--- src/rtl/param_sequence_generator.sv ---
// -----------------------------------------------------------------------------
// param_sequence_generator
//
// One-hot control-step sequencer for the CPU decoder. It walks the steps
// 0 .. STEP_COUNT-1: the first FETCH_STEPS steps are fetch, the next step is
// decode and the remaining steps are execute. The last fetch step also serves
// as the PC-increment step.
//
// Beyond the plain ring counter it supports:
//   - early termination of an instruction (input_finish) during execute steps
//   - halt requests, which take effect only on an instruction boundary
//   - resume out of HALTED
//   - a wrapping count of completed instructions
//
// Handshake/timing: there is no valid/ready pair. Every registered update
// happens on a rising clock edge with input_clock_enable=1. The one exception
// is output_instr_done, which is high for exactly one cycle after the
// completing edge and drops on the next edge whatever the enable is. The
// phase strobes are decoded combinationally from the registered index and
// state.
//
// Ports:
//   clock               rising-edge system clock
//   input_reset_n       asynchronous active-low reset
//   input_clock_enable  advance enable; 0 holds index/state/pending/count
//   input_clear         synchronous restart to step 0 (also leaves HALTED)
//   input_finish        early end of instruction (execute steps only)
//   input_halt          halt request, taken at the next instruction boundary
//   input_resume        leave HALTED, restart at step 0
//   output_step         one-hot current step; all zero when halted
//   output_step_index   binary current step; 0 when halted
//   output_fetch        index <  FETCH_STEPS
//   output_decode       index == FETCH_STEPS
//   output_execute      index >  FETCH_STEPS
//   output_increment    index == FETCH_STEPS-1
//   output_halted       in HALTED (this is the FSM state)
//   output_instr_done   one-cycle pulse after an instruction completes
//   output_instr_count  completed instructions, wraps modulo 2^COUNT_WIDTH
// -----------------------------------------------------------------------------
module param_sequence_generator #(
  parameter int STEP_COUNT  = 6,
  parameter int FETCH_STEPS = 2,
  parameter int COUNT_WIDTH = 8,
  localparam int STEP_W     = $clog2(STEP_COUNT)
) (
  input  logic                   clock,
  input  logic                   input_reset_n,
  input  logic                   input_clock_enable,
  input  logic                   input_clear,
  input  logic                   input_finish,
  input  logic                   input_halt,
  input  logic                   input_resume,
  output logic [STEP_COUNT-1:0]  output_step,
  output logic [STEP_W-1:0]      output_step_index,
  output logic                   output_fetch,
  output logic                   output_decode,
  output logic                   output_execute,
  output logic                   output_increment,
  output logic                   output_halted,
  output logic                   output_instr_done,
  output logic [COUNT_WIDTH-1:0] output_instr_count
);

  typedef enum logic {
    ST_RUN    = 1'b0,
    ST_HALTED = 1'b1
  } state_e;

  localparam logic [STEP_W-1:0] LAST_IDX   = STEP_W'(STEP_COUNT - 1);
  localparam logic [STEP_W-1:0] DECODE_IDX = STEP_W'(FETCH_STEPS);
  localparam logic [STEP_W-1:0] INC_IDX    = STEP_W'(FETCH_STEPS - 1);

  state_e                 state_q, state_d;
  logic [STEP_W-1:0]      idx_q, idx_d;
  logic                   halt_pend_q, halt_pend_d;
  logic                   done_q, done_d;
  logic [COUNT_WIDTH-1:0] count_q, count_d;

  logic end_of_instr;

  // The last step always ends an instruction; finish only counts once the
  // sequence is past decode.
  assign end_of_instr = (idx_q == LAST_IDX) ||
                        (input_finish && (idx_q > DECODE_IDX));

  always_ff @(posedge clock or negedge input_reset_n) begin
    if (!input_reset_n) begin
      state_q     <= ST_RUN;
      idx_q       <= '0;
      halt_pend_q <= 1'b0;
      done_q      <= 1'b0;
      count_q     <= '0;
    end else begin
      state_q     <= state_d;
      idx_q       <= idx_d;
      halt_pend_q <= halt_pend_d;
      done_q      <= done_d;
      count_q     <= count_d;
    end
  end

  // Next-state logic. Priority: clear > resume (HALTED) > end-of-instruction
  // > advance. done_d defaults to 0, so the pulse always self-clears even on
  // edges where the enable is low.
  always_comb begin
    state_d     = state_q;
    idx_d       = idx_q;
    halt_pend_d = halt_pend_q;
    count_d     = count_q;
    done_d      = 1'b0;

    if (input_clock_enable) begin
      if (input_clear) begin
        state_d     = ST_RUN;
        idx_d       = '0;
        halt_pend_d = 1'b0;
      end else if (state_q == ST_HALTED) begin
        // A halt request while halted is dropped; only resume matters.
        if (input_resume) begin
          state_d = ST_RUN;
          idx_d   = '0;
        end
      end else if (end_of_instr) begin
        idx_d   = '0;
        done_d  = 1'b1;
        count_d = count_q + COUNT_WIDTH'(1);
        if (halt_pend_q || input_halt) begin
          state_d     = ST_HALTED;
          halt_pend_d = 1'b0;
        end
      end else begin
        idx_d = idx_q + STEP_W'(1);
        if (input_halt) begin
          halt_pend_d = 1'b1;
        end
      end
    end
  end

  // Phase decode from registered index/state.
  logic run;
  assign run = (state_q == ST_RUN);

  always_comb begin
    output_step = '0;
    for (int i = 0; i < STEP_COUNT; i++) begin
      output_step[i] = run && (idx_q == STEP_W'(i));
    end
  end

  assign output_step_index  = run ? idx_q : '0;
  assign output_fetch       = run && (idx_q <  DECODE_IDX);
  assign output_decode      = run && (idx_q == DECODE_IDX);
  assign output_execute     = run && (idx_q >  DECODE_IDX);
  assign output_increment   = run && (idx_q == INC_IDX);
  assign output_halted      = (state_q == ST_HALTED);
  assign output_instr_done  = done_q;
  assign output_instr_count = count_q;

endmodule

--- config.mk ---
export PLATFORM = sky130hd
export DESIGN_NAME = param_sequence_generator
export DESIGN_NICKNAME = d
export VERILOG_FILES = /design/src/rtl/param_sequence_generator.sv
export SDC_FILE = /design/constraint.sdc
export NUM_CORES = 1
export LEC_CHECK = 0
export CAP_MARGIN = 10
export CORE_MARGIN = 2
export CORE_UTILIZATION = 43
export CTS_CLUSTER_DIAMETER = 80
export DETAILED_ROUTE_END_ITERATION = 16
export GPL_TIMING_DRIVEN = 0
export HOLD_SLACK_MARGIN = 0.02
export PLACE_DENSITY = 0.75
export SYNTH_ARGS = -nofsm -noshare
export SYNTH_HDL_FRONTEND = slang
export SYNTH_SLANG_ARGS = --single-unit
--- constraint.sdc ---
create_clock -name clock -period 2.02 [get_ports clock]
set_clock_uncertainty 0.15 [all_clocks]
set_input_delay 0.202 -clock clock [delete_from_list [all_inputs] [get_ports clock]]
set_output_delay 0.202 -clock clock [all_outputs]
set_load 0.1 [all_outputs]
==> results.ini <==
[logic_synthesis]
yosys_warnings = 0
ys_seq_area_share_pct = 43.28
synthDistinctLibCells = 27
syn_area_um2 = 809.5
syn_inst = 79
ys_ff_latch = 14
synth_nets = 92
synth_edf_count = 0
avgSynthCellArea_um2 = 10.25
ys.flop_type = dfrtp_1
postSynth.asyncResetShare_pct = 100.0

[finish]
nets = 128
fin_util_pct = 70.47
area_growth_pct = 51.93
drive_above_1_share_pct = 36.84
mostFrequentLayoutCell = dfrtp_1
num_antenna_cells = 0
final_cell_mix = dfrtp_1 (12), dlygate4sd2_1 (10), buf_4 (9)
nFillCells = 155

[clocking]
clk_path_buf_depth = 2
cts_tree = done
h-tree-depth = 1
clkLatencyLatePin_ns = 0.29
root_buffer = clkbuf_4
cts_sinks = 14
cts_buffers = 3
cts.clk_slew.worst_paths_ns = 0.09

[critical_path]
arrival_ns = 1.62
path_max_fanout = 10
reg2reg_depth = 5
timing.rr.end = output_instr_count[1]$_DFFE_PN0P_
path_class = register to output pin
critPathCaptureType = output pin
reg2reg_slack_ns = 0.17
start_kind = register
cp.required_ns = 1.67
rr_startpoint = idx_q[0]$_DFFE_PN0P_
setup.worst_path.start = output_halted$_DFFE_PN0P_

[min_path]
hold_class = input pin to asynchronous set/reset pin

[grt]
grt_max_degree = 15
antenna_found_initial = 0
grt_first_pass_wirelength_mm = 2.760
first_global_vias = 648
grt.busiest_layer = met2
grtUsageMet3_pct = 3.462
groute.usage.overall_pct = 18.04
overflow = 0
use_met2_pct = 30.27
use_met1_pct = 22.22

[placed_design]
globalplace.congestion = 0.7359
io_buffers = 29
dp_hpwl_mm = 1.364

[die]
fp.dieW_um = 47.39
io_pins = 30
core-area_mm2 = 0.001745
start_util_pct = 46.38
dieHeight_um = 47.39
fp.dieArea_mm2 = 0.002246
row_count = 15

[routing]
ant_nets = 0
first_pass_iters = 2
first_iter_violations = 4
num_vias = 695
drc = 0
routed_wl_mm = 1.804
post_drt_via_cell_ratio = 5.000
wl_per_cell_um = 12.98

[timing]
relSlewSlack_pct = 36.14
fin_crit_sh_pct = 97.79
finalMaxSlewViolations = 0
hold_slack_ns = 0.1468
fmax_ghz = 0.5062
timing.setup.tns_ns = 0
max_slew.worst_pin.slew_ns = 0.9617
post-route-min-period_ns = 1.975
hold_viol = 0
rsz0062_at_grt = yes
setup_viol = 0

[pwr]
total_power_mw = 1.096
ir_worst_vdd_uv = 621.4
p_per_area_mw_per_mm2 = 890.9
power_leakage_nw = 0.5817

[run_status]
status = complete, no violations

[job]
maxCapViolations = 0

## Yosys cell counts, drive strengths merged (2+ instances only)
library cell | count | area (µm²)
dfrtp | 14 | 350.3
nand2b | 2 | 12.51
o21ai | 6 | 41.29
nand2 | 6 | 22.52
nor2 | 5 | 18.77
and3 | 2 | 12.51
buf | 3 | 18.76
nor2b | 2 | 12.51
nand3b | 2 | 15.01
xnor2 | 6 | 52.55
a21oi | 3 | 26.28
inv | 4 | 15.01
nand4 | 4 | 25.02
ha | 6 | 75.07
and2 | 6 | 37.54
## worst max path at each step
stage                                      end  slack, ns  cells after the start
final                     output_step_index[2]       0.04                      3
after global routing            output_step[1]     -0.002                      5
after CTS                       output_execute     -0.002                      5
after detailed placement        output_step[1]      -0.61                      5
after global placement          output_step[1]      -0.58                      5
after floorplan                 output_step[4]      -0.12                      3
## registers in the layout (all words and copies together), names as in the netlist
register and flops:
output_instr_done 1, output_halted 1, output_instr_count 8, halt_pend_q 1, idx_q 3
## cell type report
class	instances	area, µm²	area share (%)
buffer	3	30.03	2.442
multi-input combinational	58	469.2	38.15
sequential	14	355.3	28.89
timing repair buffer	31	292.8	23.80
inverter	4	15.01	1.221
tap	25	31.28	2.543
clock buffer	4	36.28	2.950
## layer usage
| layer | share of wire [%] | vias to the layer above | wire [µm] |
|---|---|---|---|
| met5 | 0 | - | 0 |
| met4 | 1.6 | 0 | 28 |
| met3 | 3.9 | 4 | 71 |
| met2 | 49 | 22 | 883 |
| met1 | 45 | 331 | 820 |
| li1 | - | 338 | - |
## what timing repair did
item | 4_1_cts | 5_1_grt
endpoints found under the hold margin | 0 | 0
buffers inserted | 0 | 2
hold buffers | 0 | 0
resized for setup | 78 | 6
endpoints found under the setup margin | 23 | 8
## report_power, final
part	total (mW)	switching [mW]	internal, mW
sequential	0.348	0.0371	0.311
clock	0.205	0.0954	0.110
combinational	0.543	0.405	0.137
## worst max-delay path, stage by stage (launching register included)
cell and delay [ns]:
dfrtp_4 0.51, buf_8 0.16, nor2_4 0.12, clkdlybuf4s18_2 0.55
## stage by stage
stage	worst slack, ns	cells	cell area (µm²)
floorplan	-0.1210	79	865.8
global route	-0.002308	139	1230
CTS	-0.001621	137	1201
global placement	-0.5816	133	1187
finish	0.04465	139	1230
detailed placement	-0.6077	133	1187
## cell families after synthesis
family / Yosys count / synth area share (%)
mux: 1 / 1.391
simple gates: 34 / 24.73
fa+ha+maj: 6 / 9.273
buf+inv: 7 / 4.172
compound gates: 10 / 9.583
xor+xnor: 7 / 7.574
flops: 14 / 43.28
(Power assumes the default switching activity.)
